--- config.mk ---
export PLATFORM = sky130hd
export DESIGN_NAME = regfile_dump_reader_flat
export DESIGN_NICKNAME = d
export VERILOG_FILES = /design/src/rtl/cpu_pkg.sv /design/src/rtl/regfile_dump_reader_if.sv /design/src/rtl/regfile_dump_reader.sv /design/src/flat_wrapper.sv
export SDC_FILE = /design/constraint.sdc
export NUM_CORES = 1
export LEC_CHECK = 0
export ABC_AREA = 1
export CAP_MARGIN = 15
export CORE_MARGIN = 4
export CORE_UTILIZATION = 30
export CTS_BUF_LIST = sky130_fd_sc_hd__clkbuf_8
export DETAILED_ROUTE_END_ITERATION = 10
export HOLD_SLACK_MARGIN = 0.12
export PLACE_DENSITY = 0.56
export SLEW_MARGIN = 20
export SYNTH_ARGS = -nofsm -noshare
export SYNTH_HDL_FRONTEND = slang
export SYNTH_SLANG_ARGS = --single-unit
--- constraint.sdc ---
create_clock -name CLK -period 4.5 [get_ports CLK]
set_input_delay 1.35 -clock CLK [delete_from_list [all_inputs] [get_ports CLK]]
set_output_delay 1.35 -clock CLK [all_outputs]
set_load 0.005 [all_outputs]
--- src/rtl/cpu_pkg.sv ---
// Shared CPU-side definitions: register file geometry, reset constants and
// the dump reader state encoding.
package cpu_pkg;

  localparam int unsigned REG_AW   = 5;
  localparam int unsigned REG_NUM  = 32;
  localparam logic [31:0] SP_RESET = 32'h0000_0100;

  typedef enum logic [1:0] {
    IDLE = 2'd0,
    READ = 2'd1,
    SEND = 2'd2,
    FIN  = 2'd3
  } dump_state_t;

endpackage

--- src/rtl/regfile_dump_reader_if.sv ---
// Valid/ready beat stream carrying {index, data} from the register dump reader.
interface regfile_dump_reader_if #(
  parameter int unsigned WIDTH = 32,
  parameter int unsigned AW    = 5
);

  logic             OUT_VALID;
  logic             OUT_READY;
  logic [AW-1:0]    OUT_IDX;
  logic [WIDTH-1:0] OUT_DATA;

  modport master (
    output OUT_VALID,
    output OUT_IDX,
    output OUT_DATA,
    input  OUT_READY
  );

  modport slave (
    input  OUT_VALID,
    input  OUT_IDX,
    input  OUT_DATA,
    output OUT_READY
  );

endinterface

--- src/rtl/regfile_dump_reader.sv ---
// Walks a register range through the register file's debug read port and
// streams each register as an {index, data} beat, with a running XOR checksum.
module regfile_dump_reader
  import cpu_pkg::*;
#(
  parameter int unsigned WIDTH = 32,
  parameter int unsigned AW    = REG_AW
) (
  input  logic                   CLK,
  input  logic                   RST,
  input  logic                   START,
  input  logic [AW-1:0]          FIRST,
  input  logic [AW-1:0]          LAST,
  input  logic                   ABORT,
  output logic [AW-1:0]          RA3,
  input  logic [WIDTH-1:0]       RD3,
  regfile_dump_reader_if.master  out,
  output logic                   BUSY,
  output logic                   DONE,
  output logic                   ABORTED,
  output logic [WIDTH-1:0]       CSUM
);

  dump_state_t   state_q;
  dump_state_t   state_d;
  logic [AW-1:0] cur_q;
  logic [AW-1:0] last_q;
  logic          hs_c;
  logic          abort_c;

  // Next-state decode; ABORT only matters while a dump is actually reading or sending.
  always_comb begin
    state_d = state_q;
    abort_c = 1'b0;
    hs_c    = (state_q == SEND) && out.OUT_VALID && out.OUT_READY;
    case (state_q)
      IDLE: if (START) state_d = READ;
      READ: begin
        if (ABORT) begin
          state_d = FIN;
          abort_c = 1'b1;
        end else begin
          state_d = SEND;
        end
      end
      SEND: begin
        if (ABORT) begin
          state_d = FIN;
          abort_c = 1'b1;
        end else if (hs_c) begin
          state_d = (cur_q == last_q) ? FIN : READ;
        end
      end
      FIN:     state_d = IDLE;
      default: state_d = IDLE;
    endcase
  end

  always_ff @(posedge CLK or posedge RST) begin
    if (RST) state_q <= IDLE;
    else     state_q <= state_d;
  end

  // Datapath: range pointers, read address, output beat and checksum.
  always_ff @(posedge CLK or posedge RST) begin
    if (RST) begin
      cur_q         <= '0;
      last_q        <= '0;
      RA3           <= '0;
      out.OUT_VALID <= 1'b0;
      out.OUT_IDX   <= '0;
      out.OUT_DATA  <= '0;
      CSUM          <= '0;
      BUSY          <= 1'b0;
      DONE          <= 1'b0;
      ABORTED       <= 1'b0;
    end else begin
      case (state_q)
        IDLE: begin
          if (START) begin
            cur_q  <= FIRST;
            last_q <= LAST;
            RA3    <= FIRST;
            CSUM   <= '0;
          end
        end
        READ: begin
          if (!ABORT) begin
            out.OUT_VALID <= 1'b1;
            out.OUT_IDX   <= cur_q;
            out.OUT_DATA  <= RD3;
          end
        end
        SEND: begin
          // A beat handshaken alongside ABORT still counts toward the checksum.
          if (hs_c) begin
            CSUM          <= CSUM ^ out.OUT_DATA;
            out.OUT_VALID <= 1'b0;
            if (!ABORT && (cur_q != last_q)) begin
              cur_q <= cur_q + AW'(1);
              RA3   <= cur_q + AW'(1);
            end
          end
          if (ABORT) out.OUT_VALID <= 1'b0;
        end
        default: ;
      endcase
      BUSY    <= (state_d != IDLE);
      DONE    <= (state_d == FIN);
      ABORTED <= (state_d == FIN) && abort_c;
    end
  end

endmodule

--- src/flat_wrapper.sv ---
// flat-port wrapper written by rule: the top's interface ports become plain ports
module regfile_dump_reader_flat import cpu_pkg::*;
#(
  parameter int unsigned WIDTH = 32,
  parameter int unsigned AW    = REG_AW
)
  (CLK, RST, START, FIRST, LAST, ABORT, RA3, RD3, BUSY, DONE, ABORTED, CSUM, out_OUT_VALID, out_OUT_IDX, out_OUT_DATA, out_OUT_READY);
  regfile_dump_reader_if #(.WIDTH(WIDTH), .AW(AW)) out_i ();
  input  logic CLK;
  input  logic RST;
  input  logic START;
  input  logic [AW-1:0] FIRST;
  input  logic [AW-1:0] LAST;
  input  logic ABORT;
  output logic [AW-1:0] RA3;
  input  logic [WIDTH-1:0] RD3;
  output logic BUSY;
  output logic DONE;
  output logic ABORTED;
  output logic [WIDTH-1:0] CSUM;
  output wire logic [$bits(out_i.OUT_VALID)-1:0] out_OUT_VALID;
  output wire logic [$bits(out_i.OUT_IDX)-1:0] out_OUT_IDX;
  output wire logic [$bits(out_i.OUT_DATA)-1:0] out_OUT_DATA;
  input wire logic [$bits(out_i.OUT_READY)-1:0] out_OUT_READY;
  assign out_OUT_VALID = out_i.OUT_VALID;
  assign out_OUT_IDX = out_i.OUT_IDX;
  assign out_OUT_DATA = out_i.OUT_DATA;
  assign out_i.OUT_READY = out_OUT_READY;
  regfile_dump_reader #(.WIDTH(WIDTH), .AW(AW)) u_core (.CLK(CLK), .RST(RST), .START(START), .FIRST(FIRST), .LAST(LAST), .ABORT(ABORT), .RA3(RA3), .RD3(RD3), .out(out_i), .BUSY(BUSY), .DONE(DONE), .ABORTED(ABORTED), .CSUM(CSUM));
endmodule
==> results of run 1 <==
stage by stage:
step / util (%) / instance area, µm² / worst slack (ps) / power [mW]
global route: 44.0 / 5380 / 1550 / 4.06
detailed placement: 42.4 / 5180 / 1120 / 3.27
global placement: 42.4 / 5180 / 1230 / 3.23
finish: 44.0 / 5380 / 1640 / 3.76
CTS: 44.0 / 5370 / 1520 / 3.83
floorplan: - / 3800 / 957 / 2.42
cell families after synthesis:
family / after synthesis / synth area share [%]
AND/OR/NAND/NOR: 90 / 10.1
buffers and inverters: 33 / 4.51
XOR/XNOR: 35 / 8.06
multiplexers: 37 / 10.9
AO/OA/AOI/OAI: 51 / 9.15
adder cells (fa/ha/maj): 4 / 1.32
flip-flops: 85 / 56.0
how the worst max path moves through the flow:
stage	cells after the start	slack, ps	startpoint	endpoint
finish	4	1640	ABORT	u_core.out.OUT_DATA[3]
global route	4	1550	ABORT	u_core.out.OUT_DATA[3]
CTS	5	1520	out_OUT_READY	u_core.CSUM[29]
detailed placement	5	1120	out_OUT_READY	u_core.CSUM[29]
global placement	5	1230	out_OUT_READY	u_core.CSUM[27]
floorplan	1	960	RST	u_core.ABORTED
registers in the layout, summed over array words and instances (netlist names):
name                  flops
u_core.ABORTED            1
u_core.BUSY               1
u_core.CSUM              32
u_core.DONE               1
u_core.RA3                5
u_core.last_q             5
u_core.out.OUT_DATA      32
u_core.out.OUT_IDX        5
u_core.out.OUT_VALID      1
u_core.state_q            2
layer usage:
| layer | share of wire [%] | GRT usage [%] | vias to the layer above |
|---|---|---|---|
| met4 | 2.0 | 5.74 | 0 |
| met2 | 48 | 20.6 | 73 |
| met1 | 44 | 15.9 | 1335 |
| met3 | 6.3 | 3.84 | 14 |
| li1 | - | - | 1381 |
| met5 | 0 | 0 | - |
synthesized netlist by cell type, drive strengths merged:
master,count
buf,12
xor2,2
o31ai,32
dfrtp,85
nor2,12
or2,2
clkbuf,3
inv,18
nand3,7
a32o,1
mux2i,2
ha,4
nand2,69
a32oi,1
xnor2,33
a21oi,5
o21ai,12
mux2,35
area by class of cell:
cell class / instances / area (µm²)
Tap cell: 168 / 210
Sequential cell: 85 / 2130
Clock buffer: 10 / 138
Fill cell: 1237 / 6830
Timing Repair Buffer: 128 / 1270
Multi-Input combinational cell: 217 / 1510
Clock inverter: 6 / 53.8
Inverter: 18 / 68.8
worst reg2reg max path, cell delays in order (launching register included):
cell and delay [ps]:
dfrtp_1 400, inv_1 110, ha_1 410, nand3_4 130, o21ai_1 160, nand2_4 350, o31ai_1 410
report_power, final:
part / switching, mW / internal [mW] / total (mW)
Clock: 0.276 / 0.266 / 0.542
Sequential: 0.323 / 1.11 / 1.43
Combinational: 0.739 / 1.05 / 1.79
Total: 1.34 / 2.43 / 3.76
==> results by group, run 1 <==
Pwr
  – Maximum VDD drop: 0.338 mV
  – Leakage: 2.25 nW
  – Pwr dens: 700 nW/µm²

Yosys
  – Post-Syn Nets: 386
  – Register area share after synthesis: a little under three fifths
  – Syn Area/Cell: 11.3 µm²
  – Synth unique cells: 27
  – Cell Area, Synth: 3800 µm²
  – Ys Warns: 0
  – Synth Register Bits: between 80 and 90
  – Cell taking the most area after synthesis: dfrtp_1
  – Yosys top cell area share: between 50% and 60%
  – Largest cells by area after synthesis: dfrtp_1 (56%), mux2_2 (10%), xnor2_1 (7.6%), o31ai_1 (6.3%), nand2_1 (6.2%)
  – Post-Syn Instances: 335

Global routing
  – GRT Residual Overflow: 0
  – Largest net degree at the start of global routing: 65
  – Initial antenna violation count: 0
  – All-Layer GR Usage: 12.8%
  – Vias in the first global route: 2802
  – First-pass GRT wire length: 14600 µm

Layout
  – Layout Nets: 510
  – Leading cell type in the layout, fill and taps excluded: clkdlybuf4s50_1
  – # diodes: 0
  – Most frequent cells in the layout: clkdlybuf4s50_1 (124), dfrtp_1 (85), nand2_1 (62), mux2_2 (35), xnor2_1 (33)
  – Synth-to-Final Area Change: 41.5%
  – Share of cells above drive strength 1: 14.9%
  – Post-Layout Cell Count: 632

Clocking
  – Max Root-Sink Buffers: 2
  – Worst-path clk slew: 80 ps
  – Setup repair bufs after CTS: 0
  – CTS resizes: 0
  – Count of hold buffers inserted by post-cts repair: 0
  – CTS sink count: 85
  – TritonCTS clock tree: built
  – CTS Buf Count: 9
  – H-tree depth: 3
  – Worst-Skew Late Latency: 360 ps
  – Clock root cell: clkbuf_8

Critical path
  – Slowest library cell on the worst path: nand2_2
  – CP top delay family: simple AND/OR/NAND/NOR gates
  – Reg2reg start: u_core.state_q[0]
  – Setup CP Type: in -> reg
  – CP bufs+invs: 2
  – FF-to-FF End: u_core.CSUM[29]
  – Cells on worst reg2reg path: 6
  – Worst path cell trace: clkdlybuf4s50_1 > inv_1 > nand2_2 > mux2_2
  – Critical Path Max Stage Delay: 680 ps
  – WP data arrival: 3100 ps
  – R2R Setup Slk: approximately 2400 ps
  – Crit. End Element: flop
  – WP data required: 4740 ps
  – Critical-path maximum fanout: 39
  – Startpoint Class: input pin

STA
  – Fmax: 0.350 GHz
  – Worst slew pin tran: between 900 and 1000 ps
  – Setup TNS: 0 ps
  – Tcrit/Tclk final: between 60% and 70%
  – Rel. slew slack: between 30% and 40%
  – Setup violators final: 0
  – Tmin final: 2860 ps
  – Clk_skew: 6.64 ps
  – Slew Viols, Final: 0
  – Hold Fails Final Rpt: 0
  – RSZ-0062 raised after global routing: no
  – Final hold slack: 489 ps

Placement
  – Buffers on Ports: 124
  – GPL Wtd Cong: 0.742
  – Detailed placement HPWL: 6520 µm
  – Placed insts: 616

Route
  – ANT nets after route: 0
  – Post-DR vias/cell: about 4.4
  – Residual DRC: 0
  – TritonRoute pass-1 iters: 4
  – DR WL/cell: 14.4 µm
  – DRT iter0 DRCs: 152
  – Via count: about 2800
  – Total wire length: about 9100 µm

Die
  – Core Area: 12200 µm²
  – Die Span X: approximately 120 µm
  – Die area: 14500 µm²
  – Die Ht: 121 µm
  – Row cnt: 40
  – Num ports: 125
  – Initial Util: a little under a third

Job
  – MaxCap Viol Count: 0

Hold path
  – Hold endpoint: u_core.out.OUT_IDX[2]
  – Hold wc startpoint: u_core.out.OUT_IDX[2]
  – HP Class: reg -> reg
  – Worst hold stages: 2

Run status
  – Status: complete, no violations
(Power assumes the default switching activity.)
==> run 2: changes to the inputs <==
- PLACE_DENSITY: 0.56 -> 0.58
- clock period: 4.5 -> 2.6 ns (I/O delays scaled with it)
==> results by group, run 2 (same netlist as run 1, synthesis figures left out) <==
Run status
  – Status: complete, no violations (unchanged)

Die
  – Die area: 14500 µm² (unchanged)
  – Die Ht: 121 µm (unchanged)
  – Die Span X: 121 µm (unchanged)
  – Core Area: 12200 µm² (unchanged)
  – Num ports: 125 (unchanged)
  – Row cnt: 40 (unchanged)
  – Initial Util: 31.1% (unchanged)

Layout
  – # diodes: 0 (unchanged)
  – Register area: 2130 µm² (unchanged)
  – Leading cell type in the layout, fill and taps excluded: clkdlybuf4s50_1 (unchanged)
  – Post-Layout Cell Count: 633 (was 632)
  – Multi-input combinational cell area: 1510 µm² (about the same)
  – Synth-to-Final Area Change: 43.3% (was 41.5%)
  – Layout Nets: 512 (was 510)
  – Most frequent cells in the layout: clkdlybuf4s50_1 (124), dfrtp_1 (85), nand2_1 (62), mux2_2 (35), xnor2_1 (33) (unchanged)
  – Fill count: 1204 (was 1237)
  – Largest registers: u_core.CSUM (32), u_core.out.OUT_DATA (32) (unchanged)
  – Share of cells above drive strength 1: 15.3% (was 14.9%)

STA
  – Setup TNS: 0 ps (unchanged)
  – Slew Viols, Final: 0 (unchanged)
  – Rel. slew slack: 68.7% (was 37.9%)
  – Hold Fails Final Rpt: 0 (unchanged)
  – Clk_skew: 8.40 ps (was 6.64 ps)
  – Fmax: 0.453 GHz
  – Setup violators final: 0 (unchanged)
  – Tcrit/Tclk final: 85.0%
  – RSZ-0062 raised after global routing: no (unchanged)
  – Worst slew pin tran: 469 ps (was 928 ps)
  – Tmin final: 2210 ps

Critical path
  – CP top delay family: buffers and inverters (was simple AND/OR/NAND/NOR gates)
  – Critical Path Max Stage Delay: 560 ps (was 680 ps)
  – FF-to-FF End: u_core.CSUM[1] (was u_core.CSUM[29])
  – WP data required: 1820 ps (was 4740 ps)
  – Startpoint Class: flop (was input pin)
  – Setup CP Type: reg -> out (was in -> reg)
  – Reg2reg start: u_core.state_q[0] (unchanged)
  – Cells on worst reg2reg path: 5 (was 6)
  – Worst path cell trace: clkdlybuf4s50_1 (was clkdlybuf4s50_1 > inv_1 > nand2_2 > mux2_2)
  – Slowest library cell on the worst path: clkdlybuf4s50_1 (was nand2_2)
  – Critical-path maximum fanout: 8 (was 39)
  – WP data arrival: 1430 ps (was 3100 ps)
  – R2R Setup Slk: 720 ps (was 2420 ps)
  – CP bufs+invs: 1 (was 2)
  – Crit. End Element: output pin (was flop)

Clocking
  – Worst-path clk slew: 80 ps (about the same)
  – CTS sink count: 85 (unchanged)
  – Setup repair bufs after CTS: 0 (unchanged)
  – H-tree depth: 3 (unchanged)
  – TritonCTS clock tree: built (unchanged)
  – CTS Buf Count: 9 (unchanged)
  – Clock root cell: clkbuf_8 (unchanged)
  – Worst-Skew Late Latency: 360 ps (about the same)
  – Count of hold buffers inserted by post-cts repair: 0 (unchanged)
  – Max Root-Sink Buffers: 2 (unchanged)
  – CTS resizes: 0 (unchanged)

Route
  – Post-DR vias/cell: 4.38 (was 4.44)
  – Total wire length: 8860 µm (was 9110 µm)
  – ANT nets after route: 0 (unchanged)
  – DRT iter0 DRCs: 122 (was 152)
  – Via count: 2774 (was 2803)
  – TritonRoute pass-1 iters: 4 (unchanged)
  – Residual DRC: 0 (unchanged)
  – DR WL/cell: 14.0 µm (was 14.4 µm)

Placement
  – GPL Wtd Cong: 0.731 (was 0.742)
  – Buffers on Ports: 124 (unchanged)
  – Placed insts: 618 (was 616)
  – Detailed placement HPWL: 6420 µm (was 6520 µm)

Pwr
  – Maximum VDD drop: 0.692 mV (was 0.338 mV)
  – Pwr dens: 1210 nW/µm² (was 700 nW/µm²)
  – Power Total: 6.59 mW (was 3.76 mW)
  – Leakage: 2.27 nW (was 2.25 nW)

Hold path
  – Worst hold stages: 2 (unchanged)
  – Hold endpoint: u_core.out.OUT_IDX[2] (unchanged)
  – Hold wc startpoint: u_core.out.OUT_IDX[2] (unchanged)
  – HP Class: reg -> reg (unchanged)

Global routing
  – GRT Residual Overflow: 0 (unchanged)
  – Initial antenna violation count: 0 (unchanged)
  – Largest net degree at the start of global routing: 65 (unchanged)
  – First-pass GRT wire length: 14900 µm (was 14600 µm)
  – Vias in the first global route: 2938 (was 2802)
  – All-Layer GR Usage: 12.9% (was 12.8%)

Job
  – MaxCap Viol Count: 0 (unchanged)
-- run 2: cell types whose count changed in the layout (fill, tap and decap cells not counted) --
cell        before  now
clkinv_2         5    1
buf_12           0    3
clkbuf_8        10   12
inv_1           16   15
clkinv_4         0    1
nand2_2          6    7
buf_4            4    3
clkinvlp_4       0    1
nand2_4          1    0
-- run 2: worst max path at each step --
stage                  start                 endpoint  slack, ps  cells past startpoint
2_1_floorplan            RST           u_core.ABORTED        840                      1
3_3_place_gp           ABORT  u_core.out.OUT_DATA[21]        370                      5
3_5_place_dp           ABORT  u_core.out.OUT_DATA[24]        330                      5
4_1_cts        u_core.RA3[0]                   RA3[0]        350                      1
5_1_grt        u_core.RA3[0]                   RA3[0]        310                      1
6_report       u_core.RA3[0]                   RA3[0]        390                      1
-- run 2: cell type report --
cell class / count / share of cell area [%]
Clock buffer: 12 / 3.03
Clock inverter: 3 / 0.804
Inverter: 18 / 1.31
Multi-Input combinational cell: 217 / 27.6
Sequential cell: 85 / 39.1
Tap cell: 168 / 3.86
Timing Repair Buffer: 130 / 24.3
-- run 2: report_power, final --
group	leakage, nW	total, mW	switching, mW	internal (mW)
sequential	1.06	2.48	0.557	1.92
clock	0.108	0.975	0.458	0.517
combinational	1.10	3.14	1.27	1.87
total	2.27	6.59	2.28	4.31
-- run 2: routing by layer --
layer | wire, µm | up-vias | GRT usage [%]
met2 | 4360 | 85 | 21.6
met4 | 123 | 0 | 4.46
met1 | 3890 | 1310 | 15.5
li1 | - | 1370 | -
met3 | 489 | 9 | 4.63
met5 | 0 | - | 0
-- run 2: metrics by stage --
| step | utilization, % | hold WS [ps] | cell area [µm²] | setup WS, ps |
|---|---|---|---|---|
| after floorplan | - | 476 | 3800 | 840 |
| after global placement | 42.9 | 470 | 5240 | 373 |
| after detailed placement | 42.9 | 473 | 5240 | 326 |
| after CTS | 44.6 | 495 | 5450 | 347 |
| after global routing | 44.6 | 527 | 5450 | 310 |
| final | 44.6 | 488 | 5450 | 391 |
==> run 3: changes to the inputs <==
- clock period: 2.6 -> 1.85 ns (I/O delays scaled with it)
==> results by group, run 3 (same netlist as run 1, synthesis figures left out) <==
Run status
  – Status: complete, no violations (unchanged)

Clocking
  – Worst-Skew Late Latency: 370 ps (was 360 ps)
  – Max Root-Sink Buffers: 2 (unchanged)
  – Worst-path clk slew: 80 ps (about the same)
  – CTS sink count: 85 (unchanged)
  – CTS Buf Count: 9 (unchanged)
  – Count of hold buffers inserted by post-cts repair: 0 (unchanged)
  – Clock root cell: clkbuf_8 (unchanged)
  – H-tree depth: 3 (unchanged)
  – TritonCTS clock tree: built (unchanged)

STA
  – Setup violators final: 0 (unchanged)
  – Final hold slack: 491 ps (was 488 ps)
  – Worst slew pin tran: 315 ps (was 469 ps)
  – Tcrit/Tclk final: 97.3%
  – Rel. slew slack: 78.8% (was 68.7%)
  – Slew Viols, Final: 0 (unchanged)
  – Clk_skew: 7.55 ps (was 8.40 ps)
  – Final setup margin: 50.6 ps (was 391 ps)
  – Tmin final: between 1500 and 2000 ps
  – Hold Fails Final Rpt: 0 (unchanged)
  – Fmax: 0.556 GHz

Critical path
  – WP data arrival: 1240 ps (was 1430 ps)
  – Crit. End Element: output pin (unchanged)
  – Critical-path maximum fanout: 2 (was 8)
  – WP data required: 1290 ps (was 1820 ps)
  – CP bufs+invs: 1 (unchanged)
  – Reg2reg start: u_core.state_q[0] (unchanged)
  – Setup CP Type: reg -> out (unchanged)
  – R2R Setup Slk: 140 ps (was 720 ps)
  – Slowest library cell on the worst path: clkdlybuf4s50_1 (unchanged)
  – Startpoint Class: flop (unchanged)
  – Crit. Startpoint: u_core.CSUM[30] (was u_core.RA3[0])
  – Critical Path Max Stage Delay: 510 ps (was 560 ps)
  – Cells on worst reg2reg path: 9 (was 5)
  – CP top delay family: buffers and inverters (unchanged)
  – FF-to-FF End: u_core.CSUM[26] (was u_core.CSUM[1])
  – Worst path cell trace: clkdlybuf4s50_1 (unchanged)

Layout
  – Share of cells above drive strength 1: 28.3% (was 15.3%)
  – Leading cell type in the layout, fill and taps excluded: clkdlybuf4s50_1 (unchanged)
  – Synth-to-Final Area Change: 61.1% (was 43.3%)
  – # diodes: 0 (unchanged)
  – Layout Nets: 588 (was 512)
  – Post-Layout Cell Count: 709 (was 633)
  – Final Util: 50.1% (was 44.6%)
  – Largest registers: u_core.CSUM (32), u_core.out.OUT_DATA (32) (unchanged)
  – Most frequent cells in the layout: clkdlybuf4s50_1 (86), dfrtp_1 (82), buf_4 (76), nand2_1 (62), mux2_2 (35) (was clkdlybuf4s50_1 (124), dfrtp_1 (85), nand2_1 (62), mux2_2 (35), xnor2_1 (33))

Die
  – Initial Util: 31.1% (unchanged)
  – Die area: 14500 µm² (unchanged)
  – Die Span X: 121 µm (unchanged)
  – Num ports: 125 (unchanged)
  – Die Ht: 121 µm (unchanged)
  – Row cnt: 40 (unchanged)
  – Core Area: 12200 µm² (unchanged)

Route
  – Routed met3 length: 568 µm (was 489 µm)
  – Max layer used: met4 (unchanged)
  – WL met1: 4240 µm (was 3890 µm)
  – DRT iter0 DRCs: 176 (was 122)
  – Post-DR vias/cell: 4.40 (was 4.38)
  – ANT nets after route: 0 (unchanged)
  – DR WL/cell: 13.8 µm (was 14.0 µm)
  – Residual DRC: 0 (unchanged)
  – Total wire length: 9790 µm (was 8860 µm)
  – Via count: 3120 (was 2774)
  – TritonRoute pass-1 iters: 4 (unchanged)
  – Met2 WL: 4810 µm (was 4360 µm)

Hold path
  – Hold endpoint: u_core.out.OUT_IDX[4] (was u_core.out.OUT_IDX[2])
  – Worst hold stages: 2 (unchanged)
  – Hold wc startpoint: u_core.out.OUT_IDX[4] (was u_core.out.OUT_IDX[2])
  – HP Class: reg -> reg (unchanged)

Placement
  – Detailed placement HPWL: 6640 µm (was 6420 µm)
  – Buffers on Ports: 124 (unchanged)
  – Placed insts: 627 (was 618)
  – Pre-CTS setup slack: -136 ps (was 326 ps)
  – GPL Wtd Cong: 0.777 (was 0.731)

Job
  – MaxCap Viol Count: 0 (unchanged)

Global routing
  – Largest net degree at the start of global routing: 45 (was 65)
  – First-pass GRT wire length: 16300 µm (was 14900 µm)
  – GRT Residual Overflow: 0 (unchanged)
  – All-Layer GR Usage: 14.2% (was 12.9%)
  – Vias in the first global route: 3270 (was 2938)
  – Initial antenna violation count: 0 (unchanged)

Pwr
  – Leakage: 3.05 nW (was 2.27 nW)
  – Power Total: 10.4 mW (was 6.59 mW)
  – Maximum VDD drop: 1.26 mV (was 0.692 mV)
  – Pwr dens: 1700 nW/µm² (was 1210 nW/µm²)
## run 3: how the worst max path moves through the flow
stage | slack (ps) | cells after the start | to
after global routing | -50 | 9 | u_core.CSUM[29]
after global placement | -70 | 10 | u_core.BUSY
final | 50 | 1 | CSUM[30]
after CTS | 0.01 | 1 | CSUM[7]
after floorplan | 310 | 12 | u_core.BUSY
after detailed placement | -140 | 7 | u_core.ABORTED
## run 3: per-stage QoR
step | cell area (µm²) | setup TNS [ps]
finish | 6120 | 0
global route | 6120 | -478
CTS | 5960 | 0
detailed placement | 5340 | -3980
global placement | 5340 | -2250
floorplan | 3800 | 0
## run 3: layer usage
metal	up-vias	track usage, %
met5	-	0
met1	1501	16.9
met3	12	4.86
met2	74	23.7
li1	1533	-
met4	0	5.31
## run 3: cell type report
type | count | area [µm²]
fill | 1143 | 6090
sequential | 85 | 2130
timing repair buffer | 206 | 1980
multi-input combinational | 217 | 1520
tap | 168 | 210
clock buffer | 10 | 138
clock inverter | 5 | 75.1
inverter | 18 | 75.1
## run 3: timing repair
item / CTS / global route
pin swaps: 0 / 0
endpoints found under the hold margin: 0 / 0
endpoints found under the setup margin: 67 / 56
resized for setup: 16 / 28
buffers inserted: 56 / 11
## run 3: power by group
| group | internal [mW] | total (mW) | switching [mW] |
|---|---|---|---|
| logic | 3.43 | 5.79 | 2.36 |
| registers | 2.70 | 3.19 | 0.487 |
| clock network | 0.783 | 1.43 | 0.651 |
